<file path="src/rtl/cp0_tlb_if.sv">
// cp0_tlb_if: pipeline/TLB-facing bus of the CP0 register file.
//   master : pipeline side. It drives the mfc0/mtc0, exception, eret, interrupt
//            and tlbp/tlbr inputs and receives the read data and live registers.
//   slave  : the CP0 register file itself.
interface cp0_tlb_if #(
    parameter int TLBNUM  = 16,
    parameter int N_HWINT = 6
);
    localparam int IW = $clog2(TLBNUM);

    logic [4:0]         raddr;
    logic [31:0]        rdata;
    logic               mtc0_we;
    logic [4:0]         mtc0_addr;
    logic [31:0]        mtc0_wdata;
    logic               ex_valid;
    logic [4:0]         ex_code;
    logic [31:0]        ex_pc;
    logic               ex_bd;
    logic [31:0]        ex_badvaddr;
    logic               eret;
    logic [N_HWINT-1:0] hw_int;
    logic               int_req;
    logic [31:0]        epc_out;
    logic [31:0]        status_out;
    logic [31:0]        cause_out;
    logic               tlbp_we;
    logic               tlbp_found;
    logic [IW-1:0]      tlbp_idx;
    logic               tlbr_we;
    logic [31:0]        tlbr_hi;
    logic [31:0]        tlbr_lo0;
    logic [31:0]        tlbr_lo1;
    logic [IW-1:0]      index_out;
    logic [IW-1:0]      random_out;
    logic [31:0]        entryhi_out;
    logic [31:0]        entrylo0_out;
    logic [31:0]        entrylo1_out;

    modport master (
        output raddr, mtc0_we, mtc0_addr, mtc0_wdata,
               ex_valid, ex_code, ex_pc, ex_bd, ex_badvaddr, eret, hw_int,
               tlbp_we, tlbp_found, tlbp_idx, tlbr_we, tlbr_hi, tlbr_lo0, tlbr_lo1,
        input  rdata, int_req, epc_out, status_out, cause_out,
               index_out, random_out, entryhi_out, entrylo0_out, entrylo1_out
    );

    modport slave (
        input  raddr, mtc0_we, mtc0_addr, mtc0_wdata,
               ex_valid, ex_code, ex_pc, ex_bd, ex_badvaddr, eret, hw_int,
               tlbp_we, tlbp_found, tlbp_idx, tlbr_we, tlbr_hi, tlbr_lo0, tlbr_lo1,
        output rdata, int_req, epc_out, status_out, cause_out,
               index_out, random_out, entryhi_out, entrylo0_out, entrylo1_out
    );
endinterface

</file>
<file path="src/rtl/cp0_tlb.sv">
// cp0_tlb: coprocessor-0 register file (exception state, Count/Compare timer,
// TLB management registers).
//   clk    : clock, all state updates on the rising edge
//   resetn : asynchronous active-low reset
//   bus    : cp0_tlb_if slave. It carries mfc0 read, mtc0 write, exception/eret
//            commit, hw interrupt lines, tlbp/tlbr results, the masked interrupt
//            request and the live register values.
module cp0_tlb #(
    parameter int TLBNUM    = 16,
    parameter int COUNT_DIV = 2,
    parameter int N_HWINT   = 6
) (
    input logic      clk,
    input logic      resetn,
    cp0_tlb_if.slave bus
);
    localparam int IW = $clog2(TLBNUM);
    localparam int PW = (COUNT_DIV > 1) ? $clog2(COUNT_DIV) : 1;
    localparam logic [IW-1:0] RAND_TOP = IW'(TLBNUM - 1);
    localparam logic [PW-1:0] PRESC_TOP = PW'(COUNT_DIV - 1);

    logic          r_index_p;
    logic [IW-1:0] r_index;
    logic [IW-1:0] r_random;
    logic [IW-1:0] r_wired;
    logic [25:0]   r_lo0, r_lo1;
    logic [31:0]   r_badvaddr;
    logic [31:0]   r_count;
    logic [PW-1:0] r_presc;
    logic [18:0]   r_hi_vpn2;
    logic [7:0]    r_hi_asid;
    logic [31:0]   r_compare;
    logic [7:0]    r_im;
    logic          r_exl, r_ie;
    logic          r_bd, r_ti;
    logic [5:0]    r_ip_hw;
    logic [1:0]    r_ip_sw;
    logic [4:0]    r_exccode;
    logic [31:0]   r_epc;

    // An mtc0 is dropped entirely when an exception commits or when a
    // tlbp/tlbr result is written in the same cycle.
    logic w_mtc0;
    assign w_mtc0 = bus.mtc0_we & ~bus.ex_valid & ~bus.tlbp_we & ~bus.tlbr_we;

    logic w_wr_index, w_wr_lo0, w_wr_lo1, w_wr_wired, w_wr_count, w_wr_hi;
    logic w_wr_compare, w_wr_status, w_wr_cause, w_wr_epc;
    assign w_wr_index   = w_mtc0 && (bus.mtc0_addr == 5'd0);
    assign w_wr_lo0     = w_mtc0 && (bus.mtc0_addr == 5'd2);
    assign w_wr_lo1     = w_mtc0 && (bus.mtc0_addr == 5'd3);
    assign w_wr_wired   = w_mtc0 && (bus.mtc0_addr == 5'd6);
    assign w_wr_count   = w_mtc0 && (bus.mtc0_addr == 5'd9);
    assign w_wr_hi      = w_mtc0 && (bus.mtc0_addr == 5'd10);
    assign w_wr_compare = w_mtc0 && (bus.mtc0_addr == 5'd11);
    assign w_wr_status  = w_mtc0 && (bus.mtc0_addr == 5'd12);
    assign w_wr_cause   = w_mtc0 && (bus.mtc0_addr == 5'd13);
    assign w_wr_epc     = w_mtc0 && (bus.mtc0_addr == 5'd14);

    logic        w_tick;
    logic [31:0] w_count_inc;
    assign w_tick      = (r_presc == PRESC_TOP);
    assign w_count_inc = r_count + 32'd1;

    // Address-error and TLB exceptions capture BadVAddr; only the TLB ones
    // (Mod/TLBL/TLBS) also load EntryHi.VPN2 for the refill handler.
    logic w_ex_addr, w_ex_tlb;
    assign w_ex_addr = (bus.ex_code >= 5'd1) && (bus.ex_code <= 5'd5);
    assign w_ex_tlb  = (bus.ex_code >= 5'd1) && (bus.ex_code <= 5'd3);

    // Next value of Cause.IP[7:2]; the timer shares IP[7] with the top line.
    logic [5:0] w_ip_hw_nxt;
    for (genvar k = 0; k < 6; k++) begin : g_ip
        logic w_line;
        if (k < N_HWINT) begin : g_on
            assign w_line = bus.hw_int[k];
        end else begin : g_off
            assign w_line = 1'b0;
        end
        if (k == 5) begin : g_ti
            assign w_ip_hw_nxt[k] = w_line | r_ti;
        end else begin : g_hw
            assign w_ip_hw_nxt[k] = w_line;
        end
    end

    always_ff @(posedge clk or negedge resetn) begin
        if (!resetn) begin
            r_index_p  <= 1'b0;
            r_index    <= '0;
            r_random   <= RAND_TOP;
            r_wired    <= '0;
            r_lo0      <= '0;
            r_lo1      <= '0;
            r_badvaddr <= '0;
            r_count    <= '0;
            r_presc    <= '0;
            r_hi_vpn2  <= '0;
            r_hi_asid  <= '0;
            r_compare  <= '0;
            r_im       <= '0;
            r_exl      <= 1'b0;
            r_ie       <= 1'b0;
            r_bd       <= 1'b0;
            r_ti       <= 1'b0;
            r_ip_hw    <= '0;
            r_ip_sw    <= '0;
            r_exccode  <= '0;
            r_epc      <= '0;
        end else begin
            // Random walks down to Wired, then reloads from the top.
            if (w_wr_wired || (r_random <= r_wired)) r_random <= RAND_TOP;
            else                                     r_random <= r_random - 1'b1;
            if (w_wr_wired) r_wired <= bus.mtc0_wdata[IW-1:0];

            if (w_wr_count) begin
                r_count <= bus.mtc0_wdata;
                r_presc <= '0;
            end else if (w_tick) begin
                r_count <= w_count_inc;
                r_presc <= '0;
            end else begin
                r_presc <= r_presc + 1'b1;
            end

            // Compare write acknowledges the timer and beats a same-cycle match.
            if (w_wr_compare) begin
                r_compare <= bus.mtc0_wdata;
                r_ti      <= 1'b0;
            end else if (!w_wr_count && w_tick && (w_count_inc == r_compare)) begin
                r_ti <= 1'b1;
            end

            r_ip_hw <= w_ip_hw_nxt;

            if (w_wr_index) r_index <= bus.mtc0_wdata[IW-1:0];
            if (w_wr_lo0)   r_lo0   <= bus.mtc0_wdata[25:0];
            if (w_wr_lo1)   r_lo1   <= bus.mtc0_wdata[25:0];
            if (w_wr_hi) begin
                r_hi_vpn2 <= bus.mtc0_wdata[31:13];
                r_hi_asid <= bus.mtc0_wdata[7:0];
            end
            if (w_wr_status) begin
                r_im  <= bus.mtc0_wdata[15:8];
                r_exl <= bus.mtc0_wdata[1];
                r_ie  <= bus.mtc0_wdata[0];
            end
            if (w_wr_cause) r_ip_sw <= bus.mtc0_wdata[9:8];
            if (w_wr_epc)   r_epc   <= bus.mtc0_wdata;

            if (bus.eret) r_exl <= 1'b0;

            // Exception commit overrides eret (assigned later in this block).
            if (bus.ex_valid) begin
                if (!r_exl) begin
                    r_epc <= bus.ex_bd ? (bus.ex_pc - 32'd4) : bus.ex_pc;
                    r_bd  <= bus.ex_bd;
                end
                r_exccode <= bus.ex_code;
                r_exl     <= 1'b1;
                if (w_ex_addr) r_badvaddr <= bus.ex_badvaddr;
                if (w_ex_tlb)  r_hi_vpn2  <= bus.ex_badvaddr[31:13];
            end

            if (bus.tlbp_we) begin
                r_index_p <= ~bus.tlbp_found;
                if (bus.tlbp_found) r_index <= bus.tlbp_idx;
            end
            if (bus.tlbr_we) begin
                r_hi_vpn2 <= bus.tlbr_hi[31:13];
                r_hi_asid <= bus.tlbr_hi[7:0];
                r_lo0     <= bus.tlbr_lo0[25:0];
                r_lo1     <= bus.tlbr_lo1[25:0];
            end
        end
    end

    logic [31:0] w_status, w_cause, w_entryhi;
    logic [7:0]  w_ip;
    assign w_ip      = {r_ip_hw, r_ip_sw};
    assign w_status  = {9'b0, 1'b1, 6'b0, r_im, 6'b0, r_exl, r_ie};
    assign w_cause   = {r_bd, r_ti, 14'b0, w_ip, 1'b0, r_exccode, 2'b0};
    assign w_entryhi = {r_hi_vpn2, 5'b0, r_hi_asid};

    always_comb begin
        bus.rdata = '0;
        case (bus.raddr)
            5'd0:  bus.rdata = {r_index_p, {(31-IW){1'b0}}, r_index};
            5'd1:  bus.rdata = {{(32-IW){1'b0}}, r_random};
            5'd2:  bus.rdata = {6'b0, r_lo0};
            5'd3:  bus.rdata = {6'b0, r_lo1};
            5'd6:  bus.rdata = {{(32-IW){1'b0}}, r_wired};
            5'd8:  bus.rdata = r_badvaddr;
            5'd9:  bus.rdata = r_count;
            5'd10: bus.rdata = w_entryhi;
            5'd11: bus.rdata = r_compare;
            5'd12: bus.rdata = w_status;
            5'd13: bus.rdata = w_cause;
            5'd14: bus.rdata = r_epc;
            default: bus.rdata = '0;
        endcase
    end

    assign bus.int_req      = r_ie & ~r_exl & (|(w_ip & r_im));
    assign bus.epc_out      = r_epc;
    assign bus.status_out   = w_status;
    assign bus.cause_out    = w_cause;
    assign bus.index_out    = r_index;
    assign bus.random_out   = r_random;
    assign bus.entryhi_out  = w_entryhi;
    assign bus.entrylo0_out = {6'b0, r_lo0};
    assign bus.entrylo1_out = {6'b0, r_lo1};

    // Bits of the TLB read result that have no storage.
    logic w_unused;
    assign w_unused = ^{bus.tlbr_hi[12:8], bus.tlbr_lo0[31:26], bus.tlbr_lo1[31:26]};
endmodule
</file>
<file path="src/flat_wrapper.sv">
// flat-port wrapper written by rule: the top's interface ports become plain ports
module cp0_tlb_flat 
#(
    parameter int TLBNUM    = 16,
    parameter int COUNT_DIV = 2,
    parameter int N_HWINT   = 6
)
  (clk, resetn, bus_raddr, bus_mtc0_we, bus_mtc0_addr, bus_mtc0_wdata, bus_ex_valid, bus_ex_code, bus_ex_pc, bus_ex_bd, bus_ex_badvaddr, bus_eret, bus_hw_int, bus_tlbp_we, bus_tlbp_found, bus_tlbp_idx, bus_tlbr_we, bus_tlbr_hi, bus_tlbr_lo0, bus_tlbr_lo1, bus_rdata, bus_int_req, bus_epc_out, bus_status_out, bus_cause_out, bus_index_out, bus_random_out, bus_entryhi_out, bus_entrylo0_out, bus_entrylo1_out);
  cp0_tlb_if #(.TLBNUM(TLBNUM), .N_HWINT(N_HWINT)) bus_i ();
  input logic clk;
  input logic resetn;
  input wire logic [$bits(bus_i.raddr)-1:0] bus_raddr;
  input wire logic [$bits(bus_i.mtc0_we)-1:0] bus_mtc0_we;
  input wire logic [$bits(bus_i.mtc0_addr)-1:0] bus_mtc0_addr;
  input wire logic [$bits(bus_i.mtc0_wdata)-1:0] bus_mtc0_wdata;
  input wire logic [$bits(bus_i.ex_valid)-1:0] bus_ex_valid;
  input wire logic [$bits(bus_i.ex_code)-1:0] bus_ex_code;
  input wire logic [$bits(bus_i.ex_pc)-1:0] bus_ex_pc;
  input wire logic [$bits(bus_i.ex_bd)-1:0] bus_ex_bd;
  input wire logic [$bits(bus_i.ex_badvaddr)-1:0] bus_ex_badvaddr;
  input wire logic [$bits(bus_i.eret)-1:0] bus_eret;
  input wire logic [$bits(bus_i.hw_int)-1:0] bus_hw_int;
  input wire logic [$bits(bus_i.tlbp_we)-1:0] bus_tlbp_we;
  input wire logic [$bits(bus_i.tlbp_found)-1:0] bus_tlbp_found;
  input wire logic [$bits(bus_i.tlbp_idx)-1:0] bus_tlbp_idx;
  input wire logic [$bits(bus_i.tlbr_we)-1:0] bus_tlbr_we;
  input wire logic [$bits(bus_i.tlbr_hi)-1:0] bus_tlbr_hi;
  input wire logic [$bits(bus_i.tlbr_lo0)-1:0] bus_tlbr_lo0;
  input wire logic [$bits(bus_i.tlbr_lo1)-1:0] bus_tlbr_lo1;
  output wire logic [$bits(bus_i.rdata)-1:0] bus_rdata;
  output wire logic [$bits(bus_i.int_req)-1:0] bus_int_req;
  output wire logic [$bits(bus_i.epc_out)-1:0] bus_epc_out;
  output wire logic [$bits(bus_i.status_out)-1:0] bus_status_out;
  output wire logic [$bits(bus_i.cause_out)-1:0] bus_cause_out;
  output wire logic [$bits(bus_i.index_out)-1:0] bus_index_out;
  output wire logic [$bits(bus_i.random_out)-1:0] bus_random_out;
  output wire logic [$bits(bus_i.entryhi_out)-1:0] bus_entryhi_out;
  output wire logic [$bits(bus_i.entrylo0_out)-1:0] bus_entrylo0_out;
  output wire logic [$bits(bus_i.entrylo1_out)-1:0] bus_entrylo1_out;
  assign bus_i.raddr = bus_raddr;
  assign bus_i.mtc0_we = bus_mtc0_we;
  assign bus_i.mtc0_addr = bus_mtc0_addr;
  assign bus_i.mtc0_wdata = bus_mtc0_wdata;
  assign bus_i.ex_valid = bus_ex_valid;
  assign bus_i.ex_code = bus_ex_code;
  assign bus_i.ex_pc = bus_ex_pc;
  assign bus_i.ex_bd = bus_ex_bd;
  assign bus_i.ex_badvaddr = bus_ex_badvaddr;
  assign bus_i.eret = bus_eret;
  assign bus_i.hw_int = bus_hw_int;
  assign bus_i.tlbp_we = bus_tlbp_we;
  assign bus_i.tlbp_found = bus_tlbp_found;
  assign bus_i.tlbp_idx = bus_tlbp_idx;
  assign bus_i.tlbr_we = bus_tlbr_we;
  assign bus_i.tlbr_hi = bus_tlbr_hi;
  assign bus_i.tlbr_lo0 = bus_tlbr_lo0;
  assign bus_i.tlbr_lo1 = bus_tlbr_lo1;
  assign bus_rdata = bus_i.rdata;
  assign bus_int_req = bus_i.int_req;
  assign bus_epc_out = bus_i.epc_out;
  assign bus_status_out = bus_i.status_out;
  assign bus_cause_out = bus_i.cause_out;
  assign bus_index_out = bus_i.index_out;
  assign bus_random_out = bus_i.random_out;
  assign bus_entryhi_out = bus_i.entryhi_out;
  assign bus_entrylo0_out = bus_i.entrylo0_out;
  assign bus_entrylo1_out = bus_i.entrylo1_out;
  cp0_tlb #(.TLBNUM(TLBNUM), .COUNT_DIV(COUNT_DIV), .N_HWINT(N_HWINT)) u_core (.clk(clk), .resetn(resetn), .bus(bus_i));
endmodule
</file>
<file path="config.mk">
export PLATFORM = sky130hd
export DESIGN_NAME = cp0_tlb_flat
export DESIGN_NICKNAME = d
export VERILOG_FILES = /design/src/rtl/cp0_tlb_if.sv /design/src/rtl/cp0_tlb.sv /design/src/flat_wrapper.sv
export SDC_FILE = /design/constraint.sdc
export NUM_CORES = 1
export LEC_CHECK = 0
export BUFFER_PORTS_ARGS = -buffer_cell sky130_fd_sc_hd__buf_2
export CAP_MARGIN = 15
export CORE_ASPECT_RATIO = 1.2
export CORE_MARGIN = 2
export CORE_UTILIZATION = 47
export CTS_CLUSTER_DIAMETER = 60
export DETAILED_ROUTE_END_ITERATION = 10
export HOLD_SLACK_MARGIN = 0.12
export PLACE_DENSITY = 0.77
export SETUP_SLACK_MARGIN = 0.1
export SLEW_MARGIN = 15
export SYNTH_ARGS = -nofsm -noshare
export SYNTH_HDL_FRONTEND = slang
export SYNTH_SLANG_ARGS = --single-unit
</file>
<file path="constraint.sdc">
create_clock -name clk -period 2.76 [get_ports clk]
set_input_delay 0.552 -clock clk [delete_from_list [all_inputs] [get_ports clk]]
set_output_delay 0.552 -clock clk [all_outputs]
set_load 0.02 [all_outputs]
</file>
After elaboration in Yosys (flattened, before gate mapping):

Cells that the tools add are included.

* logic and storage cells: 117
* output and inout port bits: 233
* input port bits: 226
* register bits after elaboration: 246

* $add $sub $neg: 4
* reductions and logical operators: 27
* mux-type cells: 28
* eq/ne operators: 21
* bitwise operators: 12
* magnitude comparators: 4

Operators with widths (count)
* $pmux 32 s12: 1
* $mux 32: 6
* $mux 26: 4
* $mux 19: 4
* $eq 5x4->1 const B: 13
* $add 32x1->32 const B: 1
* $eq 32x32->1: 1
* $sub 32x3->32 const B: 1
* $eq 5x2->1 const B: 4
* $mux 4: 4
* $mux 8: 2
* $logic_and 1x1->1: 14
* $eq 5x3->1 const B: 2
* $logic_not 5->1: 2
* $reduce_bool 2->1: 5
* $and 8x8->8: 1
* $reduce_or 8->1: 1
* $mux 1: 7
* $and 1x1->1: 5
* $eq 5x1->1 const B: 1
* $ge 5x1->1 const B: 1
* $le 5x2->1 const B: 1
* $le 5x3->1 const B: 1
* $not 1->1: 5
* other kinds (8): 9

Depth between registers and ports, before layout:

Gate-level depths: netlist of run 1.

* depth in word-level cells: 10
* depth in mapped cells: 9
* gate-level depth less buffers: 9

Worst setup path after synthesis of run 1:

OpenSTA, ideal clock, no wires.

* path type: input-to-output
* start point: input port bus_raddr[0]
* end point: output port bus_rdata[1]
* cell stages on the path: 6
* arrival time: 2.245 ns
* slack: -0.037 ns
* required time: 2.208 ns
* path buffers: 3
* cells stage by stage: clkbuf_1 > buf_1 > nor3_1 > clkbuf_1 > a221oi_1 > nand4_1

* longest elaborated chain between the ends: 2
* elaborated cells between the ends (all ways): 13
* those cells by class: 11 x eq/ne; 1 x mux; 1 x reduce/logical

Ends and longest elaborated chain
* from (decl): line flat_wrapper.sv:12 `input wire logic [$bits(bus_i.raddr)-1:0] bus_raddr;`
* $eq 5x4->1 (tied with other cells): line cp0_tlb.sv:186 `case (bus.raddr)`
* $pmux 32 s12 (*): line cp0_tlb.sv:186
* to (decl): line flat_wrapper.sv:30 `output wire logic [$bits(bus_i.rdata)-1:0] bus_rdata;`

Mark *: on every way between the ends. The rest lies on a longest branch, timed or not.

Final worst setup path of run 1:

* start point: input port bus_raddr[4]
* end point: output port bus_rdata[31]

The elaborated chain is that of the path after synthesis.

==> out/summary.txt, run 1 <==
STATUS
--------------------------------------------------------------------------------
Status ............................................................ finished, final reports clean

FINAL LAYOUT
--------------------------------------------------------------------------------
Ratio of cells with drive above 1 in the final layout .............       0.3357
Post-route cell area ..............................................   18,430 µm²
Growth of design area from synthesis to finish ....................       26.02%
Fill cell count ...................................................        2,561
Final Net Count ...................................................        2,152

CLOCK TREE
--------------------------------------------------------------------------------
Clock buffer depth ................................................            3
Clock insertion delay at the later pin of the skew report .........      0.55 ns
Root Driver ....................................................... sky130_fd_sc_hd__clkbuf_16
Number of CTS-inserted buffers ....................................           27
H-Tree Level Count ................................................            1
Sink count of the clock tree ......................................          246
Clock tree from TritonCTS .........................................          yes
Clock-pin slew on the worst setup and hold paths ..................      0.06 ns

POWER
--------------------------------------------------------------------------------
Worst ir drop on vdd ..............................................    0.5452 mV
Power, Total ......................................................    11,510 µW
Register share of total power .....................................        0.406
Internal power ....................................................      7656 µW
Switch Pwr ........................................................      3853 µW
Power share of the clock group ....................................        0.343
Part of the total power dissipated in combinational logic .........        0.251
Leakage dissipation ...............................................  0.009169 µW
Sw Share ..........................................................       0.3348
Pwr/cell area ..................................................... 624.5 nW/µm²

GLOBAL ROUTING
--------------------------------------------------------------------------------
First-pass GRT wire length ........................................    83,500 µm
Number of antenna violations at the first check in global routing .            3
GR Util All Layers ................................................       0.3410
Total overflow reported by the global router ......................            0
Number of global-route vias before repair .........................       13.62k
Largest net degree at the start of global routing .................          108

JOB
--------------------------------------------------------------------------------
Count of max-cap constraint violations ............................            0

SYNTHESIS
--------------------------------------------------------------------------------
Number of enable-type register cells in the synthesized netlist ...            0
Asr flop ratio synth ..............................................        1.000
Number of instances in the synthesized netlist ....................        1,517
Flip-flop and latch count after synthesis .........................          246
Summed instance area of the synthesized netlist ...................   14,620 µm²
Top post-synthesis cells by area .................................. sky130_fd_sc_hd__dfrtp_1 (41%), sky130_fd_sc_hd__mux2i_1 (8.4%), sky130_fd_sc_hd__mux2_2 (6.8%)
Yosys synthesis warning count .....................................            0
Area share of the leading cell type in the synthesized netlist ....       0.4141
Post-Syn Area per Cell ............................................    9.640 µm²
Library cell with the largest summed area after synthesis ......... sky130_fd_sc_hd__dfrtp_1
Most used flip-flop cell after synthesis .......................... sky130_fd_sc_hd__dfrtp_1
Library cells used by synthesis ...................................           72
Sequential fraction of the synthesis area .........................       0.4213

SETUP PATH
--------------------------------------------------------------------------------
Worst Path Class, Setup ........................................... primary input to primary output
Startpoint class of the critical path ............................. primary input
CP required .......................................................      2.21 ns
Critical path data arrival time ...................................      2.15 ns
Worst setup EP type ............................................... primary output
Largest fanout on the critical path ...............................           27
Most prevalent standard cell on the critical path ................. sky130_fd_sc_hd__buf_4
Critical path cell sequence ....................................... buf_2, nand2b_1, buf_4, nor3_4, buf_12, a222oi_1, nand3_1, buf_4
Slowest stage cell on the critical path ........................... sky130_fd_sc_hd__a222oi_1
Slowest stage delay, CP ...........................................      0.56 ns

DETAILED ROUTING
--------------------------------------------------------------------------------
Wire length reported by the detailed router .......................    56,300 µm
Number of vias in the routed layout ...............................       14.02k
Per-cell via count in the routed design ...........................        6.006
Top layer in use ..................................................         met5
Number of remaining DRC errors ....................................            0
Number of routed nets with antenna violations .....................            0
Pre-Repair DR Iteration Count .....................................            9
Met3 routed WL ....................................................      5005 µm
Wire length per cell after detailed routing .......................     24.12 µm
Sum of routed wire segments on met1 ...............................    21,820 µm
Sum of met2 wire segment lengths after detailed routing ...........    26,580 µm
Iteration-0 DRC count of the detailed router ......................        1,568

FLOORPLANNING
--------------------------------------------------------------------------------
Core Area .........................................................   30,570 µm²
Overall die width .................................................     165.0 µm
Number of standard-cell rows in the floorplan .....................           70
IO Pins ...........................................................          459
Initial core utilization ..........................................       0.4784
Die Footprint .....................................................   32,550 µm²
DIE HEIGHT ........................................................     197.2 µm

STA
--------------------------------------------------------------------------------
Highest clock rate ................................................    370.0 MHz
Final Hold Slack ..................................................    0.1960 ns
Part of the cycle the worst path needs ............................       0.9792
Final setup vio count .............................................            0
Endpoints failing hold ............................................            0
Relative max-transition margin ....................................       0.3292
Worst Clk Skew ....................................................  0.008205 ns
Final worst slack .................................................   0.05728 ns
Final slew viol count .............................................            0
Slew of the pin with the lowest slew margin .......................     1.006 ns
RSZ-0062 raised after global routing ..............................         true
Final critical-path required period ...............................     2.703 ns

PLACEMENT
--------------------------------------------------------------------------------
Total placed instance area ........................................   17,300 µm²
HPWL after DPL ....................................................    42,020 µm
Global placer's final weighted congestion .........................       0.9755
Number of I/O port buffers ........................................          385
Post-placement setup slack ........................................  -0.05309 ns

MIN PATH
--------------------------------------------------------------------------------
Worst min path class .............................................. primary input to flop

cell usage after synthesis, types with 8 or more instances:
cell type / count
sky130_fd_sc_hd__xor2_1: 46
sky130_fd_sc_hd__mux2_2: 88
sky130_fd_sc_hd__clkbuf_1: 73
sky130_fd_sc_hd__buf_1: 8
sky130_fd_sc_hd__dfrtp_1: 242
sky130_fd_sc_hd__mux2i_1: 122
sky130_fd_sc_hd__nor3_1: 25
sky130_fd_sc_hd__a222oi_1: 15
sky130_fd_sc_hd__xnor2_1: 57
sky130_fd_sc_hd__inv_1: 17
sky130_fd_sc_hd__buf_4: 61
sky130_fd_sc_hd__nand3_1: 35
sky130_fd_sc_hd__o21ai_0: 118
sky130_fd_sc_hd__buf_2: 10
sky130_fd_sc_hd__a22oi_1: 74
sky130_fd_sc_hd__nand2b_1: 9
sky130_fd_sc_hd__a221oi_1: 10
sky130_fd_sc_hd__nor2_1: 107
sky130_fd_sc_hd__nor4_1: 10
sky130_fd_sc_hd__nand2_1: 170
sky130_fd_sc_hd__a21oi_1: 71
sky130_fd_sc_hd__or3_1: 8
sky130_fd_sc_hd__nand4_1: 27
critical path, delay by kind of cell:
family / cells / cell delay [ns]
buf+inv: 4 / 0.66
compound gates: 1 / 0.56
simple gates: 3 / 0.38
layout by cell type, fill, tap and decap left out, types with 68 or more instances in the layout:
| cell | synthesis | routed |
|---|---|---|
| sky130_fd_sc_hd__nor2_1 | 107 | 103 |
| sky130_fd_sc_hd__nand2_1 | 170 | 167 |
| sky130_fd_sc_hd__buf_2 | 10 | 379 |
| sky130_fd_sc_hd__o21ai_0 | 118 | 117 |
| sky130_fd_sc_hd__a21oi_1 | 71 | 71 |
| sky130_fd_sc_hd__dfrtp_1 | 242 | 242 |
| sky130_fd_sc_hd__mux2_2 | 88 | 88 |
| sky130_fd_sc_hd__mux2i_1 | 122 | 121 |
| sky130_fd_sc_hd__buf_4 | 61 | 68 |
| sky130_fd_sc_hd__a22oi_1 | 74 | 74 |
area by class of cell:
| type | instances | area, µm² | share of cell area |
|---|---|---|---|
| antenna | 2 | 5.005 | 0.0002716 |
| clock buffer | 35 | 725.7 | 0.03938 |
| clock inverter | 11 | 211.5 | 0.01147 |
| inverter | 17 | 63.81 | 0.003463 |
| multi-input combinational | 1146 | 7782 | 0.4223 |
| sequential | 246 | 6161 | 0.3343 |
| tap | 396 | 495.5 | 0.02689 |
| timing repair buffer | 481 | 2984 | 0.1619 |
stage by stage:
stage | instances | setup TNS, ns | util
after detailed placement | 2276 | -0.1844 | 0.5659
after global routing | 2334 | 0 | 0.6029
after CTS | 2330 | 0 | 0.6005
after floorplan | 1571 | 0 | -
after global placement | 2276 | -0.04563 | 0.5659
final | 2334 | 0 | 0.6029
layer usage:
metal  up-vias  track usage
met5         -            0
met2       853       0.5406
met4         2       0.1530
met3       189      0.06026
met1      6840       0.4560
li1       6135            -
state kept, by name, indices dropped and copies added (netlist names):
| signal | cells |
|---|---|
| u_core.bus.epc_out | 32 |
| u_core.r_ip_sw | 2 |
| u_core.r_presc | 1 |
| u_core.r_ti | 1 |
| u_core.r_im | 8 |
| u_core.r_wired | 4 |
| u_core.bus.index_out | 4 |
| u_core.r_ip_hw | 6 |
| u_core.r_hi_asid | 8 |
| u_core.r_bd | 1 |
| u_core.r_lo1 | 26 |
| u_core.r_compare | 32 |
| u_core.r_exccode | 5 |
| u_core.r_count | 32 |
| u_core.r_hi_vpn2 | 19 |
| u_core.r_lo0 | 26 |
| u_core.r_exl | 1 |
| u_core.r_index_p | 1 |
| u_core.bus.random_out | 4 |
| u_core.r_badvaddr | 32 |
| u_core.r_ie | 1 |
final timing paths:
path                                          startpoint                  endpoint  slack [ns]  cells past startpoint
worst max-delay path                        bus_raddr[4]             bus_rdata[31]        0.06                      8
worst min-delay path                            bus_eret              u_core.r_exl        0.20                      2
worst max register to register         u_core.r_count[0]               u_core.r_ti        0.21                      8
worst min register to register  u_core.bus.random_out[0]  u_core.bus.random_out[0]        0.49                      1
max in group asynchronous                         resetn          u_core.r_lo0[13]        1.42                      3
min in group asynchronous                         resetn   u_core.bus.index_out[2]        0.57                      2
kinds of logic (layout without fill, tap and decap cells):
logic type,Yosys count,after routing,synth area share
buf+inv,179,544,0.06819
fa+ha+maj,7,7,0.005989
compound gates,327,327,0.1412
mux,210,210,0.1513
other cells,2,58,0.0005135
xor+xnor,103,103,0.06169
flops,246,246,0.4213
simple gates,443,443,0.1499
power by group through the flow:
| stage | clock network (µW) | registers, µW | logic (µW) |
|---|---|---|---|
| after detailed placement | 0 | 4690 | 2820 |
| after global routing | 4110 | 4710 | 3100 |
| final | 3950 | 4670 | 2890 |
| after floorplan | 0 | 4780 | 1600 |
| after CTS | 3980 | 4640 | 2840 |
| after global placement | 0 | 4680 | 2760 |
what timing repair did:
item | 4_1_cts | 5_1_grt
buffers inserted | 2 | 2
resized for setup | 6 | 15
pin swaps | 2 | 6
hold buffers | 6 | 0
endpoints found under the setup margin | 4 | 20
hold endpoints to repair | 59 | 0
Note: power is estimated with default switching activity, not from simulation.
==> inputs of run 2 (changes only) <==
--- a/config.mk
+++ b/config.mk
@@ -5,15 +5,17 @@
 export SDC_FILE = /design/constraint.sdc
 export NUM_CORES = 1
 export LEC_CHECK = 0
-export BUFFER_PORTS_ARGS = -buffer_cell sky130_fd_sc_hd__buf_2
 export CAP_MARGIN = 15
+export CELL_PAD_IN_SITES_DETAIL_PLACEMENT = 0
+export CELL_PAD_IN_SITES_GLOBAL_PLACEMENT = 1
 export CORE_ASPECT_RATIO = 1.2
 export CORE_MARGIN = 2
-export CORE_UTILIZATION = 47
+export CORE_UTILIZATION = 44
 export CTS_CLUSTER_DIAMETER = 60
 export DETAILED_ROUTE_END_ITERATION = 10
+export DONT_BUFFER_PORTS = 1
 export HOLD_SLACK_MARGIN = 0.12
-export PLACE_DENSITY = 0.77
+export PLACE_DENSITY_LB_ADDON = 0.1
 export SETUP_SLACK_MARGIN = 0.1
 export SLEW_MARGIN = 15
 export SYNTH_ARGS = -nofsm -noshare
==> run 2 against run 1 <==
  * The run now ends with negative hold slack left
  * Register-to-register slack about the same
  * Critical path depth decreased by 5
  * Clock skew increased by 0.012 ns
  * Clock power decreased by 2%
  * Flip-flop and latch count unchanged
  * Worst setup slack improved by 0.13 ns
  * Clock-buffer cell count increased by 6
  * Sequential power increased by 7.1%
==> out/summary.txt, run 2 (same netlist as run 1, synthesis figures left out) <==
STATUS
--------------------------------------------------------------------------------
Status ............................................................ complete, but fails checks
Violations in the final reports ................................... negative hold slack

STA
--------------------------------------------------------------------------------
Part of the cycle the worst path needs ............................       0.9306
Worst Clk Skew ....................................................   0.02036 ns
Final setup vio count .............................................            0
Endpoints failing hold ............................................          242
Highest clock rate ................................................    389.3 MHz
Slew of the pin with the lowest slew margin .......................    0.6458 ns
Final worst slack .................................................    0.1915 ns
Final critical-path required period ...............................     2.568 ns
Final Hold Slack ..................................................   -0.3138 ns
Final slew viol count .............................................            0
RSZ-0062 raised after global routing ..............................         true
Relative max-transition margin ....................................       0.5695

GLOBAL ROUTING
--------------------------------------------------------------------------------
Busiest metal layer after global routing ..........................         met2
First-pass GRT wire length ........................................    80,050 µm
GR Util All Layers ................................................       0.3094
Largest net degree at the start of global routing .................          247
Met1 routing resource usage after global routing ..................       0.3908
Number of global-route vias before repair .........................       12.27k
Global Route met3 Usage ...........................................      0.07607
Number of antenna violations at the first check in global routing .            2
Routing usage on met2 .............................................       0.5132
Total overflow reported by the global router ......................            0

FLOORPLANNING
--------------------------------------------------------------------------------
DIE HEIGHT ........................................................     203.7 µm
IO Pins ...........................................................          459
Die Footprint .....................................................   34,720 µm²
Core Area .........................................................   32,970 µm²
Number of standard-cell rows in the floorplan .....................           73
Overall die width .................................................     170.4 µm
Initial core utilization ..........................................       0.4435

SETUP PATH
--------------------------------------------------------------------------------
Worst setup startpoint ............................................  u_core.r_bd
Critical path data arrival time ...................................      2.02 ns
Slowest stage cell on the critical path ........................... sky130_fd_sc_hd__a222oi_1
Capturing element of the worst setup path ......................... bus_rdata[31]
Worst Path Class, Setup ........................................... flop to primary output
Startpoint of the lowest-slack register-to-register path .......... u_core.r_count[10]
Slowest stage delay, CP ...........................................      0.59 ns
Largest fanout on the critical path ...............................            4
CP required .......................................................      2.21 ns
R2R Path End ......................................................  u_core.r_ti
Worst r2r path cells ..............................................            7
Critical path cell sequence ....................................... a222oi_1, nand3_1, buf_4
Worst setup EP type ............................................... primary output
Startpoint class of the critical path .............................         flop
Register-to-register path setup slack .............................      0.20 ns

FINAL LAYOUT
--------------------------------------------------------------------------------
Most common library cell in the layout ignoring fill and taps ..... sky130_fd_sc_hd__dfrtp_1
Growth of design area from synthesis to finish ....................       19.71%
Fill cell count ...................................................        2,981
Most frequent cells in the layout ................................. sky130_fd_sc_hd__dfrtp_1 (240), sky130_fd_sc_hd__nand2_1 (167), sky130_fd_sc_hd__dlygate4sd3_1 (124)
Final Net Count ...................................................        1,875
Post-route cell area ..............................................   17,510 µm²
Ratio of cells with drive above 1 in the final layout .............       0.1519

POWER
--------------------------------------------------------------------------------
Pwr/cell area ..................................................... 622.2 nW/µm²
Worst ir drop on vdd ..............................................    0.4429 mV
Leakage dissipation ...............................................  0.007956 µW

DETAILED ROUTING
--------------------------------------------------------------------------------
Pre-Repair DR Iteration Count .....................................            7
Per-cell via count in the routed design ...........................        5.845
Number of routed nets with antenna violations .....................            0
Number of vias in the routed layout ...............................       12.33k
Wire length reported by the detailed router .......................    54,570 µm
Iteration-0 DRC count of the detailed router ......................          871
Wire length per cell after detailed routing .......................     25.86 µm
Number of remaining DRC errors ....................................            0

MIN PATH
--------------------------------------------------------------------------------
Worst min path class .............................................. primary input to async pin

CLOCK TREE
--------------------------------------------------------------------------------
Hold buffer count at CTS ..........................................          125
H-Tree Level Count ................................................            1
Number of CTS-inserted buffers ....................................           28
Root Driver ....................................................... sky130_fd_sc_hd__clkbuf_16
Clock-pin slew on the worst setup and hold paths ..................      0.06 ns
Clock insertion delay at the later pin of the skew report .........      0.57 ns
Sink count of the clock tree ......................................          246
Clock tree from TritonCTS .........................................          yes
Clock buffer depth ................................................            3

PLACEMENT
--------------------------------------------------------------------------------
HPWL after DPL ....................................................    38,460 µm
Total placed instance area ........................................   15,260 µm²
Post-placement setup slack ........................................  -0.01269 ns
Global placer's final weighted congestion .........................       0.8637
Number of I/O port buffers ........................................            0

JOB
--------------------------------------------------------------------------------
Count of max-cap constraint violations ............................            0

run 2: repair_timing:
action | CTS | global route
setup buffers | 0 | 3
hold endpoints to repair | 380 | 246
pin swaps | 1 | 4
gates resized for setup | 1 | 6
setup endpoints to repair | 2 | 6
run 2: per-layer routing:
| layer | vias to the layer above | wire length (µm) |
|---|---|---|
| met2 | 538 | 26620 |
| met4 | 2 | 1878 |
| li1 | 5596 | - |
| met5 | - | 13 |
| met3 | 104 | 4692 |
| met1 | 6094 | 21360 |
run 2: per-stage QoR:
| step | util | std cells | hold slack, ns | TNS (ns) | power (µW) |
|---|---|---|---|---|---|
| finish | 0.5309 | 2110 | -0.3138 | 0 | 10890 |
| global route | 0.5309 | 2109 | -0.3415 | 0 | 11350 |
| CTS | 0.5294 | 2106 | -0.3411 | 0 | 10940 |
| detailed placement | 0.4628 | 1934 | 0.2614 | -0.01269 | 6885 |
| global placement | 0.4628 | 1934 | 0.2618 | -0.01091 | 6846 |
| floorplan | - | 1571 | 0.2564 | 0 | 6380 |
run 2: final cells by class:
| class | count | area, µm² | share of cell area |
|---|---|---|---|
| Clock buffer | 41 | 810.8 | 0.04631 |
| Tap cell | 450 | 563.0 | 0.03216 |
| Timing Repair Buffer | 203 | 2017 | 0.1152 |
| Multi-Input combinational cell | 1146 | 7774 | 0.4440 |
| Antenna cell | 1 | 2.502 | 0.0001429 |
| Sequential cell | 246 | 6163 | 0.3521 |
| Clock inverter | 6 | 112.6 | 0.006432 |
| Inverter | 17 | 63.81 | 0.003645 |
run 2: how the worst min path moves through the flow:
stage,from,to,slack (ns),depth (start not counted)
2_1_floorplan,resetn,u_core.bus.epc_out[0],0.26,0
3_3_place_gp,resetn,u_core.r_lo1[10],0.26,0
3_5_place_dp,resetn,u_core.r_lo0[9],0.26,0
4_1_cts,resetn,u_core.r_lo0[4],-0.34,0
5_1_grt,resetn,u_core.r_lo0[6],-0.34,0
6_report,resetn,u_core.r_lo0[9],-0.31,0
run 2: power breakdown:
part           switching (µW)  internal (µW)
clock network            1570           2300
logic                    1060            968
registers                 896           4100
total                    3520           7370
run 2: critical path: cells and delay by family, from the launching register on:
kind / cells / cell delay [ns]
buffers and inverters: 1 / 0.20
flip-flops: 1 / 0.51
AO/OA/AOI/OAI: 1 / 0.59
AND/OR/NAND/NOR: 1 / 0.15
